`config.mk`:
```
export PLATFORM = sky130hd
export DESIGN_NAME = mem_arbiter_flat
export DESIGN_NICKNAME = d
export VERILOG_FILES = /design/src/rtl/mem_arbiter_if.sv /design/src/rtl/mem_arbiter.sv /design/src/flat_wrapper.sv
export SDC_FILE = /design/constraint.sdc
export NUM_CORES = 1
export LEC_CHECK = 0
export ABC_AREA = 1
export CORE_ASPECT_RATIO = 0.8
export CORE_UTILIZATION = 42
export CTS_BUF_LIST = sky130_fd_sc_hd__clkbuf_8
export DETAILED_ROUTE_END_ITERATION = 7
export PLACE_DENSITY = 0.82
export RECOVER_POWER = 50
export SLEW_MARGIN = 30
export SYNTH_ARGS = -nofsm -noshare
export SYNTH_HDL_FRONTEND = slang
export SYNTH_SLANG_ARGS = --single-unit
```
`constraint.sdc`:
```
create_clock -name clk -period 1.9 [get_ports clk]
set_input_delay 0.285 -clock clk [delete_from_list [all_inputs] [get_ports clk]]
set_output_delay 0.285 -clock clk [all_outputs]
set_load 0.01 [all_outputs]
```
`src/rtl/mem_arbiter_if.sv`:
```
// Bundle of the fetch, data and memory-side handshakes around mem_arbiter.
// slave: the arbiter's view. master: the fetch/LSU/memory environment's view.
interface mem_arbiter_if #(
    parameter int ADDR_WIDTH = 32,
    parameter int DATA_WIDTH = 32
);
    // Fetch requester
    logic                    i_req;
    logic [ADDR_WIDTH-1:0]   i_addr;
    logic                    i_gnt;
    logic                    i_rvalid;
    logic [DATA_WIDTH-1:0]   i_rdata;
    logic                    i_err;
    // Data requester
    logic                    d_req;
    logic                    d_we;
    logic [ADDR_WIDTH-1:0]   d_addr;
    logic [DATA_WIDTH-1:0]   d_wdata;
    logic [DATA_WIDTH/8-1:0] d_be;
    logic                    d_gnt;
    logic                    d_rvalid;
    logic [DATA_WIDTH-1:0]   d_rdata;
    logic                    d_err;
    // Shared memory port
    logic                    m_req;
    logic                    m_we;
    logic [ADDR_WIDTH-1:0]   m_addr;
    logic [DATA_WIDTH-1:0]   m_wdata;
    logic [DATA_WIDTH/8-1:0] m_be;
    logic                    m_ack;
    logic [DATA_WIDTH-1:0]   m_rdata;

    modport slave (
        input  i_req, i_addr,
        output i_gnt, i_rvalid, i_rdata, i_err,
        input  d_req, d_we, d_addr, d_wdata, d_be,
        output d_gnt, d_rvalid, d_rdata, d_err,
        output m_req, m_we, m_addr, m_wdata, m_be,
        input  m_ack, m_rdata
    );

    modport master (
        output i_req, i_addr,
        input  i_gnt, i_rvalid, i_rdata, i_err,
        output d_req, d_we, d_addr, d_wdata, d_be,
        input  d_gnt, d_rvalid, d_rdata, d_err,
        input  m_req, m_we, m_addr, m_wdata, m_be,
        output m_ack, m_rdata
    );
endinterface

```
`src/rtl/mem_arbiter.sv`:
```
// Fetch/data arbiter for the single unified memory port, one access at a time.
// Ports: clk, rst (sync, active-high), bus (mem_arbiter_if.slave):
//   i_*  fetch req/gnt/rvalid/rdata/err, d_* data req/gnt/rvalid/rdata/err,
//   m_*  memory req/we/addr/wdata/be with m_ack/m_rdata completion.
// Data wins ties, but after MAX_D_BURST data grants with fetch waiting,
// fetch wins. Optional hung-access abort: define MEM_ARB_TIMEOUT_EN.
module mem_arbiter #(
    parameter int ADDR_WIDTH     = 32,
    parameter int DATA_WIDTH     = 32,
    parameter int MAX_D_BURST    = 4,
    parameter int TIMEOUT_CYCLES = 255
) (
    input logic          clk,
    input logic          rst,
    mem_arbiter_if.slave bus
);
    localparam int BE_WIDTH = DATA_WIDTH / 8;
    localparam int BW       = $clog2(MAX_D_BURST + 1);

    if (MAX_D_BURST < 1) begin : g_bad_burst
        $error("MAX_D_BURST must be at least 1");
    end
    if (TIMEOUT_CYCLES < 1) begin : g_bad_timeout
        $error("TIMEOUT_CYCLES must be at least 1");
    end

    typedef enum logic [1:0] {
        IDLE,
        BUSY_I,
        BUSY_D
    } state_t;

    state_t                state;
    logic [BW-1:0]         burst_cnt;
    logic                  fetch_due;
    logic                  sel_d;
    logic                  sel_i;

    logic                  m_req_q;
    logic                  m_we_q;
    logic [ADDR_WIDTH-1:0] m_addr_q;
    logic [DATA_WIDTH-1:0] m_wdata_q;
    logic [BE_WIDTH-1:0]   m_be_q;
    logic                  i_rvalid_q;
    logic [DATA_WIDTH-1:0] i_rdata_q;
    logic                  d_rvalid_q;
    logic [DATA_WIDTH-1:0] d_rdata_q;

`ifdef MEM_ARB_TIMEOUT_EN
    localparam int TW = ($clog2(TIMEOUT_CYCLES + 1) > 8) ?
                        $clog2(TIMEOUT_CYCLES + 1) : 8;
    logic [TW-1:0]         tmo_cnt;
    logic                  i_err_q;
    logic                  d_err_q;
`endif

    // Fetch has waited through a full data burst and must go next.
    assign fetch_due = (burst_cnt == BW'(MAX_D_BURST));
    assign sel_d     = (state == IDLE) && bus.d_req &&
                       !(bus.i_req && fetch_due);
    assign sel_i     = (state == IDLE) && bus.i_req && !sel_d;

    always_ff @(posedge clk) begin
        if (rst) begin
            state      <= IDLE;
            burst_cnt  <= '0;
            m_req_q    <= 1'b0;
            m_we_q     <= 1'b0;
            m_addr_q   <= '0;
            m_wdata_q  <= '0;
            m_be_q     <= '0;
            i_rvalid_q <= 1'b0;
            i_rdata_q  <= '0;
            d_rvalid_q <= 1'b0;
            d_rdata_q  <= '0;
`ifdef MEM_ARB_TIMEOUT_EN
            tmo_cnt    <= '0;
            i_err_q    <= 1'b0;
            d_err_q    <= 1'b0;
`endif
        end else begin
            i_rvalid_q <= 1'b0;
            d_rvalid_q <= 1'b0;
            unique case (state)
                IDLE: begin
                    if (sel_d) begin
                        state     <= BUSY_D;
                        m_req_q   <= 1'b1;
                        m_we_q    <= bus.d_we;
                        m_addr_q  <= bus.d_addr;
                        m_wdata_q <= bus.d_wdata;
                        m_be_q    <= bus.d_be;
                        // Only grants that make fetch wait count.
                        if (!bus.i_req)
                            burst_cnt <= '0;
                        else if (!fetch_due)
                            burst_cnt <= burst_cnt + 1'b1;
`ifdef MEM_ARB_TIMEOUT_EN
                        tmo_cnt   <= '0;
`endif
                    end else if (sel_i) begin
                        state     <= BUSY_I;
                        m_req_q   <= 1'b1;
                        m_we_q    <= 1'b0;
                        m_addr_q  <= bus.i_addr;
                        m_wdata_q <= '0;
                        m_be_q    <= '1;
                        burst_cnt <= '0;
`ifdef MEM_ARB_TIMEOUT_EN
                        tmo_cnt   <= '0;
`endif
                    end
                end
                BUSY_I, BUSY_D: begin
                    if (bus.m_ack) begin
                        state   <= IDLE;
                        m_req_q <= 1'b0;
                        if (state == BUSY_I) begin
                            i_rvalid_q <= 1'b1;
                            i_rdata_q  <= bus.m_rdata;
`ifdef MEM_ARB_TIMEOUT_EN
                            i_err_q    <= 1'b0;
`endif
                        end else begin
                            d_rvalid_q <= 1'b1;
                            d_rdata_q  <= m_we_q ? '0 : bus.m_rdata;
`ifdef MEM_ARB_TIMEOUT_EN
                            d_err_q    <= 1'b0;
`endif
                        end
`ifdef MEM_ARB_TIMEOUT_EN
                    // Counter holds BUSY cycles already spent, so this
                    // edge ends cycle number TIMEOUT_CYCLES.
                    end else if (tmo_cnt == TW'(TIMEOUT_CYCLES - 1)) begin
                        state   <= IDLE;
                        m_req_q <= 1'b0;
                        if (state == BUSY_I) begin
                            i_rvalid_q <= 1'b1;
                            i_rdata_q  <= '0;
                            i_err_q    <= 1'b1;
                        end else begin
                            d_rvalid_q <= 1'b1;
                            d_rdata_q  <= '0;
                            d_err_q    <= 1'b1;
                        end
                    end else begin
                        tmo_cnt <= tmo_cnt + 1'b1;
`endif
                    end
                end
                default: state <= IDLE;
            endcase
        end
    end

    assign bus.i_gnt    = sel_i;
    assign bus.d_gnt    = sel_d;
    assign bus.m_req    = m_req_q;
    assign bus.m_we     = m_we_q;
    assign bus.m_addr   = m_addr_q;
    assign bus.m_wdata  = m_wdata_q;
    assign bus.m_be     = m_be_q;
    assign bus.i_rvalid = i_rvalid_q;
    assign bus.i_rdata  = i_rdata_q;
    assign bus.d_rvalid = d_rvalid_q;
    assign bus.d_rdata  = d_rdata_q;
`ifdef MEM_ARB_TIMEOUT_EN
    assign bus.i_err    = i_err_q;
    assign bus.d_err    = d_err_q;
`else
    assign bus.i_err    = 1'b0;
    assign bus.d_err    = 1'b0;
`endif
endmodule

```
`src/flat_wrapper.sv`:
```
// flat-port wrapper written by rule: the top's interface ports become plain ports
module mem_arbiter_flat 
#(
    parameter int ADDR_WIDTH     = 32,
    parameter int DATA_WIDTH     = 32,
    parameter int MAX_D_BURST    = 4,
    parameter int TIMEOUT_CYCLES = 255
)
  (clk, rst, bus_i_req, bus_i_addr, bus_i_gnt, bus_i_rvalid, bus_i_rdata, bus_i_err, bus_d_req, bus_d_we, bus_d_addr, bus_d_wdata, bus_d_be, bus_d_gnt, bus_d_rvalid, bus_d_rdata, bus_d_err, bus_m_req, bus_m_we, bus_m_addr, bus_m_wdata, bus_m_be, bus_m_ack, bus_m_rdata);
  mem_arbiter_if #(.ADDR_WIDTH(ADDR_WIDTH), .DATA_WIDTH(DATA_WIDTH)) bus_i ();
  input logic clk;
  input logic rst;
  input wire logic [$bits(bus_i.i_req)-1:0] bus_i_req;
  input wire logic [$bits(bus_i.i_addr)-1:0] bus_i_addr;
  output wire logic [$bits(bus_i.i_gnt)-1:0] bus_i_gnt;
  output wire logic [$bits(bus_i.i_rvalid)-1:0] bus_i_rvalid;
  output wire logic [$bits(bus_i.i_rdata)-1:0] bus_i_rdata;
  output wire logic [$bits(bus_i.i_err)-1:0] bus_i_err;
  input wire logic [$bits(bus_i.d_req)-1:0] bus_d_req;
  input wire logic [$bits(bus_i.d_we)-1:0] bus_d_we;
  input wire logic [$bits(bus_i.d_addr)-1:0] bus_d_addr;
  input wire logic [$bits(bus_i.d_wdata)-1:0] bus_d_wdata;
  input wire logic [$bits(bus_i.d_be)-1:0] bus_d_be;
  output wire logic [$bits(bus_i.d_gnt)-1:0] bus_d_gnt;
  output wire logic [$bits(bus_i.d_rvalid)-1:0] bus_d_rvalid;
  output wire logic [$bits(bus_i.d_rdata)-1:0] bus_d_rdata;
  output wire logic [$bits(bus_i.d_err)-1:0] bus_d_err;
  output wire logic [$bits(bus_i.m_req)-1:0] bus_m_req;
  output wire logic [$bits(bus_i.m_we)-1:0] bus_m_we;
  output wire logic [$bits(bus_i.m_addr)-1:0] bus_m_addr;
  output wire logic [$bits(bus_i.m_wdata)-1:0] bus_m_wdata;
  output wire logic [$bits(bus_i.m_be)-1:0] bus_m_be;
  input wire logic [$bits(bus_i.m_ack)-1:0] bus_m_ack;
  input wire logic [$bits(bus_i.m_rdata)-1:0] bus_m_rdata;
  assign bus_i.i_req = bus_i_req;
  assign bus_i.i_addr = bus_i_addr;
  assign bus_i_gnt = bus_i.i_gnt;
  assign bus_i_rvalid = bus_i.i_rvalid;
  assign bus_i_rdata = bus_i.i_rdata;
  assign bus_i_err = bus_i.i_err;
  assign bus_i.d_req = bus_d_req;
  assign bus_i.d_we = bus_d_we;
  assign bus_i.d_addr = bus_d_addr;
  assign bus_i.d_wdata = bus_d_wdata;
  assign bus_i.d_be = bus_d_be;
  assign bus_d_gnt = bus_i.d_gnt;
  assign bus_d_rvalid = bus_i.d_rvalid;
  assign bus_d_rdata = bus_i.d_rdata;
  assign bus_d_err = bus_i.d_err;
  assign bus_m_req = bus_i.m_req;
  assign bus_m_we = bus_i.m_we;
  assign bus_m_addr = bus_i.m_addr;
  assign bus_m_wdata = bus_i.m_wdata;
  assign bus_m_be = bus_i.m_be;
  assign bus_i.m_ack = bus_m_ack;
  assign bus_i.m_rdata = bus_m_rdata;
  mem_arbiter #(.ADDR_WIDTH(ADDR_WIDTH), .DATA_WIDTH(DATA_WIDTH), .MAX_D_BURST(MAX_D_BURST), .TIMEOUT_CYCLES(TIMEOUT_CYCLES)) u_core (.clk(clk), .rst(rst), .bus(bus_i));
endmodule
```
==> results of run 1 <==
==> logic make-up (layout without fill, tap and decap cells) <==
logic type	count (synthesis)	after routing	synth area share (%)
buf+inv	176	448	12.48
fa+ha+maj	5	5	1.069
simple gates	367	367	26.55
compound gates	135	135	11.61
flops	141	141	48.23
other cells	1	2	0.06407
==> routing by layer <==
layer | vias up | part of all wire [%] | global-route usage (%) | wire, um
li1 | 3092 | - | - | -
met2 | 233 | 47 | 40.71 | 8334
met3 | 23 | 9.4 | 8.286 | 1662
met5 | - | 0 | 0 | 0
met1 | 2657 | 42 | 28.68 | 7335
met4 | 0 | 1.5 | 7.873 | 261
==> cell type report <==
type                       instances  area share, %
timing repair buffer             297          32.16
sequential                       141          30.82
multi-input combinational        509          25.25
inverter                         119          4.875
clock buffer                      17          2.554
tap                              180          2.458
clock inverter                    15          1.884
==> worst min path at each step <==
stage                        endpoint  cells after the start
6_report       u_core.bus.i_rdata[22]                      4
5_1_grt        u_core.bus.i_rdata[28]                      4
4_1_cts        u_core.bus.i_rdata[28]                      4
3_5_place_dp   u_core.bus.i_rdata[19]                      2
3_3_place_gp   u_core.bus.i_rdata[21]                      2
2_1_floorplan   u_core.bus.m_wdata[0]                      2
==> power breakdown <==
part	switching, mW	leakage (nW)	internal (mW)
clock network	1.19	0.207	1.30
registers	0.101	1.15	3.17
logic	0.820	2.70	0.855
total	2.11	4.06	5.32
==> placed cells by master (no fill, tap or decap), types with 2 or more instances in the layout <==
master and instances:
buf_2 2, clkbuf_8 17, conb_1 2, buf_12 4
o21ai_0 64, clkbuf_2 2, buf_4 15, a21oi_1 69
inv_1 118, inv_2 2, nor3b_2 2, clkinvlp_4 2
clkinv_4 4, clkinv_2 4, dlygate4sd3_1 30, bufinv_16 3
nand3_1 102, ha_1 4, nor2_1 43, dfxtp_1 140
nor3b_1 2, nand2_1 214, clkdlybuf4s50_1 242, nand4_1 2
==> worst max-delay path: stages, from the launching register on <==
cell and delay [ps]:
dfxtp_1 310, inv_1 130, ha_4 160, nand3_2 90
nand2_2 90, inv_2 50, nor2_1 70, buf_2 150
==> flip-flops by register name (all words and copies together), names as in the netlist <==
name and cells:
u_core.bus.m_req 1, u_core.state 2, u_core.bus.i_rdata 32, u_core.bus.m_wdata 32
u_core.bus.d_rdata 32, u_core.burst_cnt 3, u_core.bus.m_addr 32, u_core.bus.i_rvalid 1
u_core.bus.d_rvalid 1, u_core.bus.m_be 4, u_core.bus.m_we 1
==> cells in the mapped netlist, drive strengths merged <==
cell type,count
ha,5
nand4,2
clkbuf,28
nor2,43
dfxtp,141
nand3,103
inv,119
a21oi,69
nand2,215
conb,1
o21ai,66
nor3b,4
buf,29
==> repair_timing <==
item / 4_1_cts / 5_1_grt
gates resized for setup: 6 / 4
endpoints found under the setup margin: 2 / 1
pin swaps: 0 / 1
hold endpoints to repair: 0 / 0
hold buffers: 0 / 0
==> stage by stage <==
stage / hold slack (ps) / worst slack [ps] / cell area (sq um) / total power [mW]
final: 359.6 / 148.4 / 9163 / 7.428
after global routing: 345.6 / 27.68 / 9163 / 7.823
after CTS: 321.2 / 1.824 / 9176 / 7.536
after detailed placement: 434.5 / -77.82 / 8773 / 5.043
after global placement: 428.3 / -53.59 / 8773 / 5.017
after floorplan: 427.9 / 369.6 / 5857 / 4.132
==> impl_metrics.csv, run 1 <==
group,metric,value,unit
logic_synthesis,yosysWarnings,0,
global_routing,grt_max_degree,66,
logic_synthesis,synthCells,825,
worst_setup_path,cp.required,1620,ps
clock_tree,cts-root-buf,"clkbuf_8",
pwr,power_density,810.7,mW/mm^2
sta,layout_worst_path_cycle_share,92.19,%
logic_synthesis,yosys.area.top_type_share,48.23,%
sta,report.final.hold_viol_count,0,
floorplanning,design.core.area,0.01360,sq mm
layout,syn2layout_area_growth,56.54,%
worst_setup_path,critPathLaunch,"u_core.burst_cnt[0]",
clock_tree,cts_num_sinks,141,
floorplanning,start_util,43.04,%
sta,setup_viol,0,
worst_setup_path,crit_path_start_kind,"flip-flop",
global_routing,globalRouteTotalUtil,24.14,%
floorplanning,num_rows,38,
global_routing,grt_pass1_vias,5411,
sta,tns,0,ps
layout,multi_input_area,0.002313,sq mm
layout,antenna_cells,0,
worst_setup_path,critPathCaptureType,"output pin",
worst_setup_path,r2r_slack,210,ps
logic_synthesis,ys_ff_latch,141,
detailed_routing,routedWlPerCell,13.77,um
global_routing,grt_overflow,0,
pwr,vdd_drop_max,0.6923,mV
detailed_routing,routed_wl,17590,um
sta,min_period,1752,ps
sta,report.final.slew_viol_count,0,
sta,worst_pin_slew,639.6,ps
sta,rsz0062_at_grt,"false",
worst_setup_path,r2r_cells,5,
clock_tree,insertion_delay,430,ps
floorplanning,design.die.area,0.01441,sq mm
placed_design,portBuffers,275,
layout,fin_nets,1228,
worst_setup_path,crit_fanout,4,
logic_synthesis,postSynthAreaPerCell,7.095,sq um
outcome,status,"finished, final reports clean",
logic_synthesis,synth_area_leaders,"dfxtp_1, nand2_1, nand3_1, inv_1, a21oi_1",
layout,regArea,0.002824,sq mm
logic_synthesis,synth_top_cell_by_area,"dfxtp_1",
clock_tree,cts_setup_buffers,0,
logic_synthesis,syn_area,0.005853,sq mm
logic_synthesis,synthDistinctLibCells,21,
min_path,min_from,"rst",
clock_tree,clk_pin_slew_worst_paths,80,ps
worst_setup_path,r2r-start,"u_core.state[1]",
logic_synthesis,seq_area_frac_synth,48.23,%
worst_setup_path,r2r-end,"u_core.bus.d_rdata[18]",
layout,finalNonFillerCells,1278,
clock_tree,htreeDepth,4,
worst_setup_path,arrival,1470,ps
min_path,hold_path_class,"input port to flip-flop",
sta,max_clock_freq,570.9,MHz
pwr,leakagePower,4.056,nW
placed_design,place_congestion,0.8375,
floorplanning,ios,278,
clock_tree,cts_tree,"yes",
floorplanning,die_h,107.6,um
placed_design,dp.cells,1246,
detailed_routing,ant_nets,0,
detailed_routing,drc_errors,0,
layout,fill_cells,1188,
clock_tree,cts_made_buffers,17,
detailed_routing,drtPass1Iterations,5,
flow_run,cap_violations,0,
worst_setup_path,critical_path_class,"flip-flop to output pin",
placed_design,hpwl,12100,um
global_routing,antenna_found_initial,0,
floorplanning,fp.dieW,134.0,um
worst_setup_path,cp-endpoint,"bus_i_gnt",
sta,relSlewSlack,57.36,%
sta,skew,15.97,ps
detailed_routing,viasPerCell,4.699,
clock_tree,clockBufferDepth,2,
detailed_routing,num_vias,6005,
layout,drive_gt1_share,5.829,%
layout,postLayoutCoreUtil,67.38,%
global_routing,grt_pass1_wl,27350,um
detailed_routing,drt-initial-drc-count,307,
(Power assumes the default switching activity.)
==> inputs of run 2 (changes only) <==
==> constraint.sdc (replaced) <==
create_clock -name clk -period 2 [get_ports clk]
set_input_delay 0.3 -clock clk [delete_from_list [all_inputs] [get_ports clk]]
set_output_delay 0.3 -clock clk [all_outputs]
set_load 0.01 [all_outputs]
==> run 2 against run 1 <==
  * Routed wire length is 1.9% higher
  * Non-clock buffer count decreased by 1
  * Clock-buffer cell count grew 1
  * Sequential power fell by 5%
  * Highest routed layer unchanged
==> impl_metrics.csv, run 2 (synthesized netlist as in run 1, its figures left out) <==
group,metric,value,unit
outcome,status,"finished, final reports clean",
floorplanning,start_util,43.04,%
worst_setup_path,r2r_slack,210,ps
sta,report.final.hold_viol_count,0,
detailed_routing,routed-wl-met2,8288,um
layout,final_area,0.009146,sq mm
global_routing,grt_pass1_vias,5691,
floorplanning,ios,278,
clock_tree,cts_tree,"yes",
placed_design,hpwl,12170,um
detailed_routing,routedWlPerCell,14.04,um
layout,postLayoutCoreUtil,67.26,%
sta,worst_pin_slew,693.0,ps
worst_setup_path,cp-endpoint,"bus_i_gnt",
clock_tree,cts_made_buffers,17,
worst_setup_path,arrival,1520,ps
floorplanning,die_h,107.6,um
clock_tree,htreeDepth,4,
detailed_routing,viasPerCell,4.745,
pwr,total_power,7.049,mW
worst_setup_path,crit_fanout,4,
layout,syn2layout_area_growth,56.26,%
layout,drive_gt1_share,6.199,%
worst_setup_path,r2r-end,"u_core.bus.d_rdata[2]",
layout,fin_nets,1227,
detailed_routing,m1WireLength,7456,um
pwr,vdd_drop_max,0.5794,mV
global_routing,antenna_found_initial,0,
detailed_routing,met3_length,1666,um
placed_design,place_congestion,0.8198,
sta,max_clock_freq,550.4,MHz
sta,rsz0062_at_grt,"false",
layout,final_common_cell,"clkdlybuf4s50_1",
sta,worst_hold_slack,364.3,ps
detailed_routing,routed_wl,17930,um
detailed_routing,top_layer_used,"met4",
global_routing,grt_overflow,0,
detailed_routing,drc_errors,0,
pwr,leakagePower,4.041,nW
layout,antenna_cells,0,
worst_setup_path,r2r_cells,5,
sta,min_period,1817,ps
sta,skew,10.49,ps
pwr,power_density,770.7,mW/mm^2
sta,tns,0,ps
global_routing,grt_max_degree,73,
detailed_routing,drt-initial-drc-count,284,
min_path,holdPathStages,4,
layout,regArea,0.002825,sq mm
sta,report.final.slew_viol_count,0,
layout,fill_cells,1178,
clock_tree,clk_pin_slew_worst_paths,80,ps
clock_tree,insertion_delay,440,ps
placed_design,portBuffers,275,
clock_tree,cts_hold_buf,0,
sta,layout_worst_path_cycle_share,90.84,%
global_routing,globalRouteTotalUtil,25.09,%
min_path,hold_path_class,"input port to flip-flop",
detailed_routing,drtPass1Iterations,4,
worst_setup_path,critPathCaptureType,"output pin",
clock_tree,clockBufferDepth,2,
global_routing,grt_pass1_wl,28350,um
layout,layout_common_cells,"clkdlybuf4s50_1, nand2_1, dfxtp_1",
floorplanning,num_rows,38,
worst_setup_path,cp.required,1700,ps
clock_tree,cts-root-buf,"clkbuf_8",
placed_design,placed_cell_area,0.008758,sq mm
clock_tree,cts_num_sinks,141,
detailed_routing,num_vias,6060,
worst_setup_path,crit_path_start_kind,"flip-flop",
worst_setup_path,critPathLaunch,"u_core.burst_cnt[0]",
floorplanning,design.core.area,0.01360,sq mm
sta,setup_viol,0,
worst_setup_path,r2r-start,"u_core.state[1]",
worst_setup_path,critical_path_class,"flip-flop to output pin",
detailed_routing,ant_nets,0,
floorplanning,design.die.area,0.01441,sq mm
layout,multi_input_area,0.002316,sq mm
flow_run,cap_violations,0,
sta,relSlewSlack,53.80,%
floorplanning,fp.dieW,134.0,um
## run 2: metal layers
| metal | global-route usage, % | vias to the layer above |
|---|---|---|
| li1 | - | 3089 |
| met1 | 29.02 | 2700 |
| met2 | 42.08 | 234 |
| met3 | 8.710 | 37 |
| met4 | 10.71 | 0 |
| met5 | 0 | - |
## run 2: power breakdown
| group | internal [mW] | leakage (nW) | switching [mW] |
|---|---|---|---|
| logic | 0.805 | 2.70 | 0.788 |
| registers | 3.01 | 1.15 | 0.0969 |
| clock network | 1.16 | 0.190 | 1.19 |
## run 2: how the worst min path moves through the flow
stage,end,startpoint
2_1_floorplan,u_core.bus.m_wdata[0],bus_d_wdata[0]
3_3_place_gp,u_core.bus.i_rdata[7],u_core.bus.i_rdata[7]
3_5_place_dp,u_core.bus.i_rdata[12],u_core.bus.i_rdata[12]
4_1_cts,u_core.bus.i_rdata[30],rst
5_1_grt,u_core.bus.i_rdata[22],rst
6_report,u_core.bus.i_rdata[30],rst
## run 2: critical path, stage by stage, from the launching register on
cell     delay [ps]
dfxtp_1         320
inv_1            90
ha_1            190
nand3_2         110
nand2_2          90
inv_2            50
nor2_1           80
buf_2           160
## run 2: final cells by class
cell class	instances	area share, %
Timing Repair Buffer	296	31.97
Sequential cell	141	30.89
Clock buffer	18	2.709
Multi-Input combinational cell	509	25.32
Inverter	119	4.884
Clock inverter	14	1.765
Tap cell	180	2.462
## run 2: repair_timing
item,in CTS,in global routing
gates resized for setup,4,5
pin swaps,0,0
endpoints found under the setup margin,2,2
buffers inserted,0,1
hold endpoints to repair,0,0
## run 2: stage by stage
step / std cells / setup slack, ps
floorplan: 826 / 454.6
global placement: 1244 / 13.83
detailed placement: 1244 / -4.732
CTS: 1276 / 19.93
global route: 1277 / 5.363
finish: 1277 / 183.2
==> inputs of run 3 (changes only) <==
--- a/config.mk
+++ b/config.mk
@@ -7,11 +7,13 @@
 export LEC_CHECK = 0
 export ABC_AREA = 1
 export CORE_ASPECT_RATIO = 0.8
+export CORE_MARGIN = 1
 export CORE_UTILIZATION = 42
 export CTS_BUF_LIST = sky130_fd_sc_hd__clkbuf_8
 export DETAILED_ROUTE_END_ITERATION = 7
 export PLACE_DENSITY = 0.82
 export RECOVER_POWER = 50
+export REMOVE_ABC_BUFFERS = 1
 export SLEW_MARGIN = 30
 export SYNTH_ARGS = -nofsm -noshare
 export SYNTH_HDL_FRONTEND = slang
==> run 3 against run 2 <==
  * Clock power grew 6%
  * Die area is the same
  * Critical path depth did not move
  * Register-to-register slack worse by 30 ps
  * Core utilization decreased by 0.27 points
  * Non-clock buffer count shrank 1
  * Sequential cell count is the same
  * Clock skew rose by 4.2 ps
  * Critical endpoint is now bus_d_gnt
  * Largest power group unchanged
==> impl_metrics.csv, run 3 (synthesized netlist as in run 1, its figures left out) <==
group,metric,value,unit
sta,relSlewSlack,50.01,%
worst_setup_path,crit_fanout,5,
outcome,status,"finished, final reports clean",
global_routing,globalRouteTotalUtil,25.07,%
worst_setup_path,cp.required,1700,ps
floorplanning,design.die.area,0.01441,sq mm
layout,final_common_cell,"clkdlybuf4s50_1",
global_routing,grt_overflow,0,
worst_setup_path,r2r_cells,9,
detailed_routing,num_vias,6006,
detailed_routing,routedWlPerCell,14.24,um
worst_setup_path,crit_top_cell,"inv_1",
global_routing,grt_pass1_wl,28340,um
sta,report.final.hold_viol_count,0,
floorplanning,start_util,43.04,%
layout,antenna_cells,0,
pwr,leakagePower,4.033,nW
worst_setup_path,crit_path_start_kind,"flip-flop",
sta,worst_hold_slack,412.7,ps
global_routing,antenna_found_initial,0,
detailed_routing,drtPass1Iterations,4,
clock_tree,htreeDepth,4,
sta,layout_worst_path_cycle_share,94.28,%
layout,layout_common_cells,"clkdlybuf4s50_1, nand2_1, dfxtp_1",
pwr,vdd_drop_max,0.6988,mV
floorplanning,ios,278,
layout,fill_cells,1181,
clock_tree,cts_hold_buf,0,
worst_setup_path,crit_family,"buffers and inverters",
worst_setup_path,arrival,1590,ps
clock_tree,cts_tree,"yes",
pwr,power_density,786.5,mW/mm^2
worst_setup_path,cp_cell_sequence,"inv_1 > ha_1 > nand2_1 > inv_1 > nand2_2 > inv_2 > clkdlybuf4s15_1",
layout,postLayoutCoreUtil,66.99,%
worst_setup_path,path_buf_inv,4,
floorplanning,num_rows,38,
placed_design,hpwl,12480,um
min_path,holdPathStages,3,
worst_setup_path,slowest_stage,"dfxtp_1",
detailed_routing,routed_wl,18140,um
clock_tree,cts_num_sinks,141,
clock_tree,clk_pin_slew_worst_paths,90,ps
floorplanning,fp.dieW,134.0,um
worst_setup_path,critical_path_class,"flip-flop to output pin",
sta,setup_viol,0,
detailed_routing,drt-initial-drc-count,290,
global_routing,grt_max_degree,69,
detailed_routing,ant_nets,0,
flow_run,cap_violations,0,
sta,skew,14.71,ps
min_path,hold_path_class,"input port to flip-flop",
clock_tree,insertion_delay,440,ps
clock_tree,clockBufferDepth,2,
layout,syn2layout_area_growth,55.64,%
placed_design,portBuffers,275,
placed_design,place_congestion,0.8194,
worst_setup_path,slowest_delay,320,ps
floorplanning,die_h,107.6,um
clock_tree,cts_made_buffers,17,
sta,min_period,1886,ps
sta,worst_pin_slew,749.8,ps
sta,max_clock_freq,530.3,MHz
worst_setup_path,critPathCaptureType,"output pin",
clock_tree,cts-root-buf,"clkbuf_8",
layout,drive_gt1_share,5.119,%
sta,rsz0062_at_grt,"false",
worst_setup_path,crit_cells,7,
detailed_routing,drc_errors,0,
floorplanning,design.core.area,0.01360,sq mm
detailed_routing,viasPerCell,4.714,
sta,report.final.slew_viol_count,0,
global_routing,grt_pass1_vias,5549,
layout,fin_nets,1226,
pwr,total_power,7.165,mW
clock_tree,cts_setup_buffers,0,
==> run 3: cell count changes in the layout (fill, tap and decap cells not counted), sizes merged, moves of 3 or more <==
cell / before / now
clkdlybuf4s50: 238 / 242
dlygate4sd3: 34 / 31
buf: 19 / 13
clkinvlp: 5 / 1
==> run 3: layout make-up <==
cell class | count | area (sq um) | area share [%]
Timing Repair Buffer | 295 | 2897 | 31.80
Tap cell | 180 | 225.2 | 2.472
Clock inverter | 13 | 192.7 | 2.115
Sequential cell | 141 | 2824 | 31.00
Multi-Input combinational cell | 509 | 2291 | 25.15
Inverter | 119 | 446.7 | 4.903
Clock buffer | 17 | 234.0 | 2.568
==> run 3: through the flow <==
stage,cell area (sq um),worst slack (ps),TNS (ps),instances
finish,9110,114.4,0,1274
floorplan,5573,-351.1,-16850,769
global placement,8751,33.12,0,1244
global route,9110,7.945,0,1274
CTS,9176,0.4098,0,1274
detailed placement,8751,4.372,0,1244
==> run 3: path summary, 6_finish.rpt <==
path | start | end | slack, ps
max | u_core.state[1] | bus_d_gnt | 110
min | bus_d_wdata[18] | u_core.bus.m_wdata[18] | 410
min reg2reg | u_core.bus.i_rdata[12] | u_core.bus.i_rdata[12] | 440
max reg2reg | u_core.state[1] | u_core.burst_cnt[2] | 180
==> run 3: worst reg2reg max path, cell delays in order (launching register included) <==
cell	delay (ps)
dfxtp_1	320
inv_1	90
ha_1	190
nand2_1	60
inv_1	80
clkbuf_2	590
nand3_1	200
nor2_1	130
nor2_1	50
nor2_1	70
==> run 3: power by group <==
part           internal (mW)  leakage [nW]  switching, mW
registers               3.01          1.15          0.101
clock network           1.36         0.214           1.13
logic                  0.789          2.67          0.782
==> run 3: repair_timing <==
item	CTS	global route
gates cloned	0	0
endpoints found under the setup margin	2	2
gates resized for setup	3	3
endpoints found under the hold margin	0	0
==> run 3: layer usage <==
layer,global-route usage [%],vias to the layer above,part of all wire (%)
met2,41.41,211,46
met4,8.442,0,1.7
li1,-,3080,-
met5,0,-,0
met1,30.13,2688,42
met3,9.040,27,9.7
